$ cat src/rtl/conv_pool_pkg.sv
// -----------------------------------------------------------------------------
// conv_pool_pkg
// Shared types and constants for the conv_pool result path.
//   NUM_CH          number of conv_pool result channels
//   ADDR_W / DATA_W width of a result address / result byte
//   result_entry_t  one queued result {addr, data}
//   ch_idx_t        channel index, also the top bits of the SRAM address
//   next_ch()       round-robin successor of a channel index
// -----------------------------------------------------------------------------
package conv_pool_pkg;

    localparam int NUM_CH = 3;
    localparam int ADDR_W = 16;
    localparam int DATA_W = 8;

    typedef struct packed {
        logic [ADDR_W-1:0] addr;
        logic [DATA_W-1:0] data;
    } result_entry_t;

    typedef logic [1:0] ch_idx_t;

    function automatic ch_idx_t next_ch(input ch_idx_t ch);
        return (ch == ch_idx_t'(NUM_CH - 1)) ? ch_idx_t'(0) : ch + ch_idx_t'(1);
    endfunction

endpackage

$ cat src/rtl/result_fifo.sv
// -----------------------------------------------------------------------------
// result_fifo
// Synchronous show-ahead FIFO holding queued result entries for one channel.
//   clk    in   rising-edge clock
//   rst    in   synchronous active-low reset (flushes pointers)
//   push   in   store din this edge (ignored when full unless popping too)
//   pop    in   drop the head entry this edge (ignored when empty)
//   din    in   entry to store
//   dout   out  head entry, valid whenever empty==0
//   full   out  DEPTH entries stored
//   empty  out  no entries stored
// A push into a full FIFO on the same edge as a pop is accepted: the write
// lands in the slot being vacated, and dout still shows the old head
// until the edge.
// -----------------------------------------------------------------------------
module result_fifo
    import conv_pool_pkg::*;
#(
    parameter int  DEPTH   = 8,
    parameter type entry_t = result_entry_t
) (
    input  logic   clk,
    input  logic   rst,
    input  logic   push,
    input  logic   pop,
    input  entry_t din,
    output entry_t dout,
    output logic   full,
    output logic   empty
);

    localparam int PTR_W = $clog2(DEPTH);

    // One extra pointer bit separates full from empty when the indices match.
    logic [PTR_W:0] wr_ptr;
    logic [PTR_W:0] rd_ptr;
    entry_t         store [DEPTH];
    logic           push_ok;
    logic           pop_ok;

    assign empty   = (wr_ptr == rd_ptr);
    assign full    = (wr_ptr[PTR_W] != rd_ptr[PTR_W]) &&
                     (wr_ptr[PTR_W-1:0] == rd_ptr[PTR_W-1:0]);
    assign pop_ok  = pop && !empty;
    assign push_ok = push && (!full || pop_ok);
    assign dout    = store[rd_ptr[PTR_W-1:0]];

    always_ff @(posedge clk) begin
        if (!rst) begin
            wr_ptr <= '0;
            rd_ptr <= '0;
        end else begin
            if (push_ok) begin
                store[wr_ptr[PTR_W-1:0]] <= din;
                wr_ptr                   <= wr_ptr + 1'b1;
            end
            if (pop_ok) begin
                rd_ptr <= rd_ptr + 1'b1;
            end
        end
    end

endmodule

$ cat src/rtl/pool_result_collector.sv
// -----------------------------------------------------------------------------
// pool_result_collector
// Memory-side responder for the three conv_pool result write channels.
// Each channel's writes are queued in its own result_fifo; a round-robin
// arbiter moves one entry per cycle into a registered single-port SRAM write.
//
// Ports
//   clk                    in   rising-edge clock
//   rst                    in   synchronous active-low reset
//   we_k / addr_k / y_k    in   result strobe, address, byte for channel k
//   mem_we                 out  SRAM write enable (registered)
//   mem_addr               out  SRAM address {channel, addr} (registered)
//   mem_wdata              out  SRAM write data (registered)
//   overflow               out  sticky per-channel dropped-write flag
//   busy                   out  any FIFO holds data or a write is on the port
//   done                   out  sticky frame-complete flag
//   commit_cnt_k           out  saturating count of results committed, ch k
//   checksum_k             out  (RESULT_CHECKSUM_EN only) mod-2^16 sum of
//                               committed bytes for channel k
//
// Build option: define RESULT_CHECKSUM_EN to add the checksum_k ports.
// -----------------------------------------------------------------------------
module pool_result_collector
    import conv_pool_pkg::*;
#(
    parameter int DEPTH    = 8,
    parameter int EXPECTED = 65536,
    parameter int CNT_W    = 17
) (
    input  logic             clk,
    input  logic             rst,
    input  logic             we_0,
    input  logic             we_1,
    input  logic             we_2,
    input  logic [15:0]      addr_0,
    input  logic [15:0]      addr_1,
    input  logic [15:0]      addr_2,
    input  logic [7:0]       y_0,
    input  logic [7:0]       y_1,
    input  logic [7:0]       y_2,
    output logic             mem_we,
    output logic [17:0]      mem_addr,
    output logic [7:0]       mem_wdata,
    output logic [2:0]       overflow,
    output logic             busy,
    output logic             done,
    output logic [CNT_W-1:0] commit_cnt_0,
    output logic [CNT_W-1:0] commit_cnt_1,
    output logic [CNT_W-1:0] commit_cnt_2
`ifdef RESULT_CHECKSUM_EN
    ,
    output logic [15:0]      checksum_0,
    output logic [15:0]      checksum_1,
    output logic [15:0]      checksum_2
`endif
);

    localparam logic [CNT_W-1:0] EXPECTED_C = CNT_W'(EXPECTED);
    localparam logic [CNT_W-1:0] CNT_MAX    = '1;

    logic [NUM_CH-1:0] we_vec;
    logic [NUM_CH-1:0] full;
    logic [NUM_CH-1:0] empty;
    logic [NUM_CH-1:0] pop;
    result_entry_t     din  [NUM_CH];
    result_entry_t     dout [NUM_CH];

    ch_idx_t           rr_ptr;      // first channel the next search looks at
    ch_idx_t           cand;
    ch_idx_t           grant_idx;
    logic              grant_valid;
    result_entry_t     grant_entry;

    logic [CNT_W-1:0]  cnt [NUM_CH];
    logic              cnt_reached_all;
    logic              all_empty;

    // ---------------------------------------------------------------- inputs
    assign we_vec = {we_2, we_1, we_0};
    assign din[0] = '{addr: addr_0, data: y_0};
    assign din[1] = '{addr: addr_1, data: y_1};
    assign din[2] = '{addr: addr_2, data: y_2};

    // ----------------------------------------------------------------- FIFOs
    for (genvar k = 0; k < NUM_CH; k++) begin : g_fifo
        result_fifo #(
            .DEPTH   (DEPTH),
            .entry_t (result_entry_t)
        ) u_fifo (
            .clk   (clk),
            .rst   (rst),
            .push  (we_vec[k]),
            .pop   (pop[k]),
            .din   (din[k]),
            .dout  (dout[k]),
            .full  (full[k]),
            .empty (empty[k])
        );
    end

    // ------------------------------------------------------------- arbiter
    // Walk the channels starting at rr_ptr; the first non-empty one wins.
    always_comb begin
        grant_valid = 1'b0;
        grant_idx   = rr_ptr;
        cand        = rr_ptr;
        for (int i = 0; i < NUM_CH; i++) begin
            if (!grant_valid && !empty[cand]) begin
                grant_valid = 1'b1;
                grant_idx   = cand;
            end
            cand = next_ch(cand);
        end
    end

    always_comb begin
        pop         = '0;
        grant_entry = dout[0];
        for (int k = 0; k < NUM_CH; k++) begin
            if (grant_valid && (grant_idx == ch_idx_t'(k))) begin
                pop[k]      = 1'b1;
                grant_entry = dout[k];
            end
        end
    end

    // ------------------------------------------------------ output register
    // Address and data hold their last value when idle; only mem_we drops.
    always_ff @(posedge clk) begin
        if (!rst) begin
            mem_we    <= 1'b0;
            mem_addr  <= '0;
            mem_wdata <= '0;
            rr_ptr    <= '0;
        end else begin
            mem_we <= grant_valid;
            if (grant_valid) begin
                mem_addr  <= {grant_idx, grant_entry.addr};
                mem_wdata <= grant_entry.data;
                rr_ptr    <= next_ch(grant_idx);
            end
        end
    end

    // ------------------------------------------------------ commit counters
    always_ff @(posedge clk) begin
        if (!rst) begin
            for (int k = 0; k < NUM_CH; k++) begin
                cnt[k] <= '0;
            end
        end else begin
            for (int k = 0; k < NUM_CH; k++) begin
                if (pop[k] && (cnt[k] != CNT_MAX)) begin
                    cnt[k] <= cnt[k] + 1'b1;
                end
            end
        end
    end

    assign commit_cnt_0 = cnt[0];
    assign commit_cnt_1 = cnt[1];
    assign commit_cnt_2 = cnt[2];

    // ------------------------------------------------------------- overflow
    // A write is lost only when its FIFO is full and not draining this edge.
    always_ff @(posedge clk) begin
        if (!rst) begin
            overflow <= '0;
        end else begin
            overflow <= overflow | (we_vec & full & ~pop);
        end
    end

    // ---------------------------------------------------------- done / busy
    always_comb begin
        cnt_reached_all = 1'b1;
        for (int k = 0; k < NUM_CH; k++) begin
            if (cnt[k] < EXPECTED_C) begin
                cnt_reached_all = 1'b0;
            end
        end
    end

    assign all_empty = &empty;
    assign busy      = !all_empty || mem_we;

    // Waiting for mem_we to drop means the last write has reached the SRAM.
    always_ff @(posedge clk) begin
        if (!rst) begin
            done <= 1'b0;
        end else if (cnt_reached_all && all_empty && !mem_we) begin
            done <= 1'b1;
        end
    end

`ifdef RESULT_CHECKSUM_EN
    // ------------------------------------------------------------ checksums
    logic [15:0] csum [NUM_CH];

    always_ff @(posedge clk) begin
        if (!rst) begin
            for (int k = 0; k < NUM_CH; k++) begin
                csum[k] <= '0;
            end
        end else begin
            for (int k = 0; k < NUM_CH; k++) begin
                if (pop[k]) begin
                    csum[k] <= csum[k] + 16'(dout[k].data);
                end
            end
        end
    end

    assign checksum_0 = csum[0];
    assign checksum_1 = csum[1];
    assign checksum_2 = csum[2];
`endif

endmodule

$ cat config.mk
export PLATFORM = sky130hd
export DESIGN_NAME = pool_result_collector
export DESIGN_NICKNAME = d
export VERILOG_FILES = /design/src/rtl/conv_pool_pkg.sv /design/src/rtl/result_fifo.sv /design/src/rtl/pool_result_collector.sv
export SDC_FILE = /design/constraint.sdc
export NUM_CORES = 1
export LEC_CHECK = 0
export ABC_AREA = 1
export BUFFER_PORTS_ARGS = -buffer_cell sky130_fd_sc_hd__buf_2
export CAP_MARGIN = 20
export CORE_MARGIN = 3
export CORE_UTILIZATION = 25
export CTS_CLUSTER_DIAMETER = 120
export DETAILED_ROUTE_END_ITERATION = 8
export GPL_TIMING_DRIVEN = 1
export SLEW_MARGIN = 20
export SYNTH_ARGS = -nofsm -noshare
export SYNTH_HDL_FRONTEND = slang
export SYNTH_SLANG_ARGS = --single-unit
export TNS_END_PERCENT = 50
$ cat constraint.sdc
create_clock -name clk -period 4.4 [get_ports clk]
set_clock_uncertainty 0.15 [all_clocks]
set_input_delay 0 -clock clk [delete_from_list [all_inputs] [get_ports clk]]
set_output_delay 0 -clock clk [all_outputs]
set_load 0.02 [all_outputs]
==> run metrics, run 1 <==
largest family of logic cells by synthesized area simple AND/OR/NAND/NOR gates; Startpoint Class register; Largest stage delay, worst path 0.45 ns; Site Rows around 120; final antenna-violating net count 0; CTS tree done; Num CTS Buffers 76; Yosys reg bits slightly below 700; clk sinks just under 700; WP data required between 4 and 5 ns; I/O Buffers between 150 and 200; Peak Freq about 280 MHz; met3 Use GR 2.80%; met1 Usage GRT 16.7%; Min-Delay Path Class primary input to register; share of the synthesized area in the top cell type around two thirds; via count 18400; total power around 20 mW; IO Pins between 150 and 200; post-synthesis mux area share 2.54%; hold endpoint g_fifo[0].u_fifo.store[4][13]$_DFFE_PP_; Post-DP HPWL 45.3 mm; share of layout cells above drive strength 1 between 15 and 20%; origin of the critical flop-to-flop path g_fifo[1].u_fifo.wr_ptr[2]$_SDFFE_PN0P_; Area Overhead vs Synth 20.3%; CP Capture Type register; placed cell areas between 30000 and 40000 um2; CTS resizes 0; Max-Cap Viols 0; setup slack, reg-to-reg 0.83 ns; RSZ-0062 raised after global routing no; clock tree buffer depth 3; die height about 340 um; commonest non-fill, non-tap cells in the layout edfxtp_1, nand2_1, o21ai_0; Synth Area in Compound Gates approximately 10%; worst hold stages 2; Synth Area in XOR/XNOR roughly 1.5%; DR iter-0 viols approximately 1700; Root Buffer clkbuf_16; via-per-instance ratio ~4.5; Post-Synth Adder-Cell Area less than 1%; worst path cell trace nand2_1 > nand2_1 > nor2_1 > nand2_2 > nand2_1 > nand3_1 > nand3b_1 > buf_4 > nand3_2 > nand2_1 > nand2_1 > inv_1 > nand2_1 > nor2_2 > buf_4; final instance area between 30000 and 40000 um2; Starting Density approximately 25%; synth unique cells 40; min setup slack post-route just over 0.8 ns; Final Wtd Congestion 0.808; min-delay src addr_0[5]; max-slew violations 0; FFs w/ async S/R, synth 0%; Worst Reg-to-Reg Cells 15; GR met2 Demand/Resource 18.8%; top cell type by total area after synthesis edfxtp_1; Post-Route WL slightly above 70 mm; crit path DAT 3.68 ns; final count of negative-setup-slack endpoints 0; Net Count, Synth around 2400; Leakage between 10 and 15 nW; initial antenna violation count 10; fill count between 10000 and 15000; Critical-path top delay cell dfxtp_1; chip width between 300 and 400 um; crit path buf inv count 3; VDD IR max around 0.35 mV; ys flop type edfxtp_1; Worst path top cell family by delay simple AND/OR/NAND/NOR gates; Final Cycle Share 81.2%; area of the mapped netlist between 20000 and 30000 um2; GRT Residual Overflow 0; Top Usage Layer GRT met2; min cycle time layout between 3 and 4 ns; largest net degree at the start of global routing 59; actual transition at the worst max-transition pin 1.05 ns; first-pass GRT wire length around 110 mm; drt first pass iters 5; Seq/Total Area, Yosys between 70% and 80%; post-synthesis cell count 2261; simple-gate portion of the synthesized area a little over a tenth; Crit Path Max Fanout 30; die area about 120000 um2; number of buffers added for setup after CTS 0; Total GRT Usage between 10 and 15%; core area roughly 110000 um2; Setup WS pre-CTS 0.883 ns; slew margin rel. 29.4%; Final nets around 2600; H-tree Lvls 3; Clock Latency Late Sink 0.62 ns; crit path kind register to register; Ys Warns 0; WHS between 0.04 and 0.05 ns; syn_area_per_cell 12.5 um2; Power Dens Cells around 600 nW/um2; TNS Setup 0 ns; outcome completed; commonest non-fill, non-tap cell in the layout edfxtp_1; Post-synth EDFFs about 630; residual DRC count 0; Hold Vio Cnt, Final 0; average wire per standard cell roughly 18 um; largest cells by area after synthesis edfxtp_1, nand2_1, dfxtp_1, o21ai_0, mux2i_1; most frequent cell on the critical path nand2_1; reg2reg end g_fifo[2].u_fifo.store[0][4]$_DFFE_PP_; clock-pin slew on the worst setup and hold paths about 0.060 ns; vias in the first global route 17300; Hold-fix buffers, CTS 76
## Yosys cell counts, drive strengths merged (4+ instances only)
library cell,number
inv,117
edfxtp,627
a21oi,124
buf,32
ha,12
nand2,427
nor2,189
nand3,91
mux2i,72
nand3b,4
xnor2,12
nor3,9
o21ai,175
o221ai,72
dfxtp,66
a32oi,72
xor2,38
clkbuf,103
nand4,4
## metal layers
metal | wire length, um | share of wire, % | vias up
li1 | - | - | 8691
met1 | 32500 | 45 | 9020
met3 | 5500 | 7.6 | 104
met2 | 33200 | 46 | 538
met4 | 1420 | 2.0 | 2
met5 | 11 | 0.015 | -
## registers in the layout, summed over array words and instances (netlist names), 2 cells and up, named ones only
name and count:
mem_addr 18, cnt 51, overflow 3, g_fifo.u_fifo.rd_ptr 12, g_fifo.u_fifo.store 576, g_fifo.u_fifo.wr_ptr 12
mem_wdata 8, rr_ptr 2
## final cells by class
class / instances / area (um2) / area share (%)
clock buffers: 98 / 2050 / 6.01
multi-input cells: 1314 / 7180 / 21.1
well taps: 1488 / 1860 / 5.47
inverters: 119 / 447 / 1.31
diodes: 2 / 5.00 / 0.0147
clock inverters: 39 / 362 / 1.06
flip-flops and latches: 693 / 20200 / 59.2
repair buffers: 288 / 1990 / 5.85
## where the power goes
part           switching (mW)  internal, mW  total [mW]
Combinational            4.13          1.67        5.80
Sequential              0.657          7.82        8.48
Clock                    2.60          3.59        6.19
## how the worst max path moves through the flow
stage	startpoint	endpoint	depth (start not counted)	slack [ns]
3_5_place_dp	g_fifo[0].u_fifo.wr_ptr[2]$_SDFFE_PN0P_	g_fifo[2].u_fifo.store[0][1]$_DFFE_PP_	15	0.88
5_1_grt	g_fifo[2].u_fifo.wr_ptr[2]$_SDFFE_PN0P_	g_fifo[2].u_fifo.store[2][3]$_DFFE_PP_	17	0.46
3_3_place_gp	g_fifo[2].u_fifo.wr_ptr[0]$_SDFFE_PN0P_	g_fifo[1].u_fifo.store[6][8]$_DFFE_PP_	17	0.97
2_1_floorplan	g_fifo[1].u_fifo.wr_ptr[2]$_SDFFE_PN0P_	cnt[0][0]$_SDFFCE_PN0P_	15	0.96
6_report	g_fifo[1].u_fifo.wr_ptr[2]$_SDFFE_PN0P_	g_fifo[2].u_fifo.store[0][4]$_DFFE_PP_	15	0.83
4_1_cts	g_fifo[1].u_fifo.wr_ptr[2]$_SDFFE_PN0P_	g_fifo[2].u_fifo.store[0][19]$_DFFE_PP_	15	0.85
## kinds of logic after synthesis
logic type / after synthesis
and+or+nand+nor: 728
buffers and inverters: 254
DFF: 693
muxes: 72
AOI/OAI and AO/OA: 452
xor gates and xnor gates: 50
adders and majority gates: 12
## through the flow
| step | cells | utilization, % |
|---|---|---|
| 2_1_floorplan | 2261 | - |
| 6_report | 4041 | 30.5 |
| 3_3_place_gp | 3826 | 27.7 |
| 3_5_place_dp | 3826 | 27.7 |
| 4_1_cts | 4039 | 30.5 |
| 5_1_grt | 4040 | 30.5 |
No activity file was read; power rests on OpenSTA's default activity.
==> inputs of run 2 (changes only) <==
Settings changed: ABC_AREA 1 to 0.
Clock period 4.4 ns to 2.95 ns, I/O delays scaled along.
==> run 2 against run 1 <==
Setup slack lost 0.69 ns. First-iteration DRC count shrank 26%. Combinational power grew 14%. Clock-buffer cell count shrank 15. Via count shrank 22%. Synthesized cell count shrank 36%. Final area grew 0.68%. Wire length shrank 9.0%. Worst hold slack gained 0.020 ns. Non-clock buffer count grew 19. Critical endpoint is now cnt[0][28]$_SDFFCE_PN0P_. Largest cell class unchanged.
==> run metrics, run 2 <==
final count of negative-setup-slack endpoints 0; Int Power between 15 and 20 mW; Ys Warns 0; crit path DAT 3.01 ns; GRT Residual Overflow 0; sequential cell area ~20000 um2; switching power 8.12 mW; outcome completed; WHS between 0.06 and 0.07 ns; Final Cycle Share a little over nine tenths; commonest non-fill, non-tap cells in the layout edfxtp_1, buf_2, mux4_2; average wire per standard cell 20.1 um; WP data required roughly 3.2 ns; IO Pins between 150 and 200; largest family of logic cells by synthesized area multiplexers; synth unique cells 55; crit path kind register to register; Leakage between 10 and 15 nW; top-count cell post-synth edfxtp_1; sw frac between 20% and 30%; actual transition at the worst max-transition pin approximately 0.95 ns; clock tree buffer depth 3; die height about 340 um; Synth Area in XOR/XNOR under 10%; Setup WS pre-CTS around 0.066 ns; slew margin rel. 36.7%; share of the synthesized area in the top cell type ~68%; Min-Delay Path Class primary input to register; initial antenna violation count 12; fill count about 10000; H-tree Lvls 3; Net Count, Synth 1533; syn_area_per_cell 19.1 um2; Hold Vio Cnt, Final 0; clk sinks slightly below 700; Startpoint Class register; Yosys reg bits 693; Seq/Total Area, Yosys roughly 73%; post-synthesis cell count ~1400; Clock Latency Late Sink between 0.6 and 0.7 ns; min cycle time layout roughly 2.8 ns; sequential power share a little over two fifths; share of layout cells above drive strength 1 between 30 and 40%; residual DRC count 0; simple-gate portion of the synthesized area under 10%; VDD IR max 0.439 mV; Post-DP HPWL ~43 mm; FFs w/ async S/R, synth 0%; Synth Area in Compound Gates under 10%; largest cells by area after synthesis edfxtp_1, mux4_2, dfxtp_1, mux2i_1, nand2_1; min setup slack post-route about 0.14 ns; via-per-instance ratio between 4 and 5; top cell type by total area after synthesis edfxtp_1; clock-pin slew on the worst setup and hold paths 0.06 ns; drt first pass iters 5; Post-synth EDFFs approximately 630; Final nets ~1800; CP Capture Type register; final antenna-violating net count 0; core area 109000 um2; Post-synth top cells edfxtp_1, mux4_2, nand2_1, dfxtp_1, mux2i_1; max-slew violations 0; largest net degree at the start of global routing 49; Power Dens Cells roughly 800 nW/um2; Starting Density between 20% and 30%; Crit Path Max Fanout 15; DR iter-0 viols between 1000 and 1500; Largest register FFs between 500 and 600; Largest stage delay, worst path about 0.37 ns; Peak Freq about 360 MHz; Area Overhead vs Synth 24.4%; Root Buffer clkbuf_16; first-pass GRT wire length 97.8 mm; area of the mapped netlist approximately 28000 um2; Critical-path top delay cell edfxtp_1; ys flop type edfxtp_1; worst path cell trace ha_1 > and3_4 > and4_1 > nand3_2 > nor2_1 > ha_1 > inv_1 > a22o_1 > a32oi_4 > buf_12 > clkbuf_16 > nor2_1; Clock Power Share around a third; RSZ-0062 raised after global routing no; vias in the first global route 15000; Num CTS Buffers 69; I/O Buffers approximately 160; Post-Route WL ~66 mm; Total GRT Usage between 10% and 20%; Site Rows about 120; chip width approximately 340 um; via count roughly 14000; post-synthesis mux area share between 10% and 20%; Post-Synth Adder-Cell Area less than 1%; Logic pwr share 23.7%; commonest non-fill, non-tap cell in the layout edfxtp_1; Multi-input gate area approximately 7400 um2; Final Wtd Congestion a little under 0.8; TNS Setup 0 ns; die area about 110000 um2; Max-Cap Viols 0; CTS tree done
-- run 2: cell count changes in the layout (fill, tap and decap cells not counted), sizes merged, moves of 25 or more --
cell,delta
nand2,-340
a22o,+25
a21oi,-121
o221ai,-72
mux4,+144
nor2,-119
inv,-114
a32oi,-71
nand3,-66
o21ai,-161
-- run 2: power groups by stage --
stage / clock (mW) / combinational (mW) / sequential, mW
global placement: 0 / 6.38 / 12.4
CTS: 9.22 / 6.60 / 12.3
floorplan: 0 / 3.76 / 12.8
detailed placement: 0 / 6.47 / 12.5
global route: 9.61 / 7.10 / 12.4
finish: 9.00 / 6.59 / 12.3
-- run 2: cell families (layout without fill, tap and decap cells) --
logic type	after synthesis	after routing
xor+xnor	64	64
compound gates	87	87
flops	693	693
simple gates	286	286
other cells	0	5
buf+inv	78	438
fa+ha+maj	12	12
mux	224	224
-- run 2: routing by layer --
layer	track usage, %	vias to the layer above	part of all wire (%)
met5	0	-	0.10
met4	4.57	10	3.3
met3	2.33	112	5.3
met2	19.2	377	50
met1	14.6	7450	42
li1	-	6395	-
-- run 2: final cells by class --
cell class	count	share of cell area, %
Sequential cell	693	58.8
Multi-Input combinational cell	673	21.4
Timing Repair Buffer	307	7.46
Clock buffer	83	5.46
Tap cell	1476	5.39
Clock inverter	43	1.36
Inverter	5	0.0547
Antenna cell	5	0.0365
-- run 2: repair_timing --
item	CTS	global route
setup buffers	0	1
endpoints found under the setup margin	0	41
hold buffers	78	0
gates resized for setup	0	2
endpoints found under the hold margin	616	0
-- run 2: critical path, delay by kind of cell, from the launching register on --
family | cells | cell delay [ns]
buffers and inverters | 3 | 0.38
AND/OR/NAND/NOR | 5 | 0.79
AO/OA/AOI/OAI | 2 | 0.47
adder cells (fa/ha/maj) | 2 | 0.39
flip-flops | 1 | 0.37
-- run 2: worst paths after layout --
kind / from / to / slack (ns) / cells past startpoint
min: y_2[1] / g_fifo[2].u_fifo.store[5][1]$_DFFE_PP_ / 0.06 / 2
min reg2reg: done$_SDFFE_PN0P_ / done$_SDFFE_PN0P_ / 0.32 / 1
max reg2reg: cnt[0][18]$_SDFFCE_PN0P_ / cnt[0][28]$_SDFFCE_PN0P_ / 0.14 / 12
max: cnt[0][18]$_SDFFCE_PN0P_ / cnt[0][28]$_SDFFCE_PN0P_ / 0.14 / 12
-- run 2: per-stage QoR --
step	instance area (um2)	power [mW]	util, %	instances
floorplan	27900	16.5	-	1444
finish	34300	27.9	31.4	3285
CTS	34200	28.1	31.3	3278
global route	34300	29.1	31.4	3284
global placement	31100	18.8	28.5	3074
detailed placement	31100	19.0	28.5	3074
==> inputs of run 3 (changes only) <==
Settings changed: PLACE_DENSITY set to 0.48.
==> run 3 against run 2 <==
Sequential power is essentially flat. Critical path type unchanged. Utilization grew 0.11 points. Via count shrank 1.3%. Wire length grew 3.6%. Sequential share of layout area shrank 0.20 points. Critical path depth is the same. Power grew 0.19%. Sequential cell count is the same. Register-to-register slack is essentially flat.
==> run metrics, run 3 (synthesized netlist as in run 2, its figures left out) <==
commonest non-fill, non-tap cells in the layout edfxtp_1, buf_2, mux4_2; die area approximately 110000 um2; min setup slack post-route 0.130 ns; reg2reg end cnt[0][41]$_SDFFCE_PN0P_; Non-Filler Instances 3298; clk sinks just under 700; placed cell areas between 30000 and 40000 um2; via-per-instance ratio 4.29; crit path DAT between 3 and 4 ns; largest net degree at the start of global routing 52; Post-Route WL approximately 68 mm; final instance area 34400 um2; crit path buf inv count 3; slew margin rel. 36.8%; IO Pins 160; final antenna-violating net count 0; Worst path top cell family by delay simple AND/OR/NAND/NOR gates; outcome completed; die height 338 um; clock tree buffer depth 3; Total GRT Usage roughly an eighth; hold endpoint g_fifo[1].u_fifo.store[6][6]$_DFFE_PP_; Setup WS pre-CTS -0.00821 ns; Max-Cap Viols 0; Num CTS Buffers 73; Site Rows approximately 120; min cycle time layout approximately 2.8 ns; Worst Reg-to-Reg Cells 12; final count of negative-setup-slack endpoints 0; commonest non-fill, non-tap cell in the layout edfxtp_1; crit path kind register to register; actual transition at the worst max-transition pin between 0.9 and 1 ns; Starting Density 25.2%; CTS tree done; residual DRC count 0; Min-Delay Path Class primary input to register; vias in the first global route 15000; Post-DP HPWL 43.9 mm; H-tree Lvls 3; chip width ~340 um; Post-Route Utilization 31.5%; Root Buffer clkbuf_16; core area 109000 um2; TNS Setup 0 ns; Final nets 1848; Area Overhead vs Synth 24.9%; initial antenna violation count 11; origin of the critical flop-to-flop path cnt[0][18]$_SDFFCE_PN0P_; WHS 0.0461 ns; GRT Residual Overflow 0; Startpoint Class register; Hold Vio Cnt, Final 0; via count around 14000; VDD IR max 0.485 mV; DP Cell Count slightly above 3000; I/O Buffers about 160; Multi-input gate area 7370 um2; setup slack, reg-to-reg 0.13 ns; Leakage between 10 and 15 nW; worst hold stages 2; max-slew violations 0; Critical-path top delay cell edfxtp_1; total power between 20 and 30 mW; fill count ~11000; drt first pass iters 4; Clock Latency Late Sink around 0.62 ns; Power Dens Cells between 800 and 900 nW/um2; CP Capture Type register; first-pass GRT wire length between 100 and 150 mm; Largest stage delay, worst path between 0.3 and 0.4 ns; DR iter-0 viols 1007; Final Cycle Share between 90% and 100%; Crit Path Max Fanout 26; WP data required 3.15 ns; average wire per standard cell about 21 um; Final Wtd Congestion 0.748; most frequent cell on the critical path buf_12; clock-pin slew on the worst setup and hold paths 0.06 ns; share of layout cells above drive strength 1 between 30% and 40%; sequential cell area slightly above 20000 um2; min-delay src y_1[6]; Peak Freq around 350 MHz; Largest register FFs ~580; worst path cell trace ha_2 > and3_4 > and4_4 > nand3_2 > nor2_2 > ha_1 > inv_1 > a22o_1 > a32oi_4 > buf_12 > buf_12 > nor2_1
## run 3: timing repair
item / in CTS / in global routing
cloned: 0 / 2
setup endpoints to repair: 3 / 55
hold buffers: 77 / 0
endpoints found under the hold margin: 616 / 0
setup buffers: 0 / 1
pin swaps: 0 / 1
resized for setup: 1 / 7
## run 3: power breakdown
group / leakage [nW] / internal [mW] / switching, mW
combinational: 3.58 / 2.87 / 3.74
clock: 1.13 / 5.27 / 3.73
sequential: 6.29 / 11.5 / 0.762
total: 11.0 / 19.7 / 8.23
## run 3: how the worst max path moves through the flow
stage | from | endpoint | slack [ns] | cells after the start
floorplan | g_fifo[2].u_fifo.wr_ptr[1]$_SDFFE_PN0P_ | g_fifo[1].u_fifo.store[1][0]$_DFFE_PP_ | -0.20 | 9
global placement | cnt[0][18]$_SDFFCE_PN0P_ | cnt[0][40]$_SDFFCE_PN0P_ | 0.07 | 11
detailed placement | cnt[0][18]$_SDFFCE_PN0P_ | cnt[0][41]$_SDFFCE_PN0P_ | -0.008 | 11
CTS | cnt[0][18]$_SDFFCE_PN0P_ | cnt[0][41]$_SDFFCE_PN0P_ | 0.001 | 11
global route | cnt[0][18]$_SDFFCE_PN0P_ | cnt[0][41]$_SDFFCE_PN0P_ | -0.004 | 12
finish | cnt[0][18]$_SDFFCE_PN0P_ | cnt[0][41]$_SDFFCE_PN0P_ | 0.13 | 12
## run 3: cell type report
type / instances / area share (%)
repair buffers: 313 / 7.72
clock buffers: 95 / 5.64
inverters: 5 / 0.0545
diodes: 8 / 0.0582
flip-flops and latches: 693 / 58.6
clock inverters: 35 / 1.15
well taps: 1476 / 5.37
multi-input cells: 673 / 21.4
## run 3: routing by layer
metal  routed length [um]  up-vias  global-route usage [%]
met5                   31        -                       0
met4                 1520        4                    3.51
met3                 2600       82                    2.26
met2                34300      231                    20.2
met1                30000     7410                    15.5
li1                     -     6433                       -
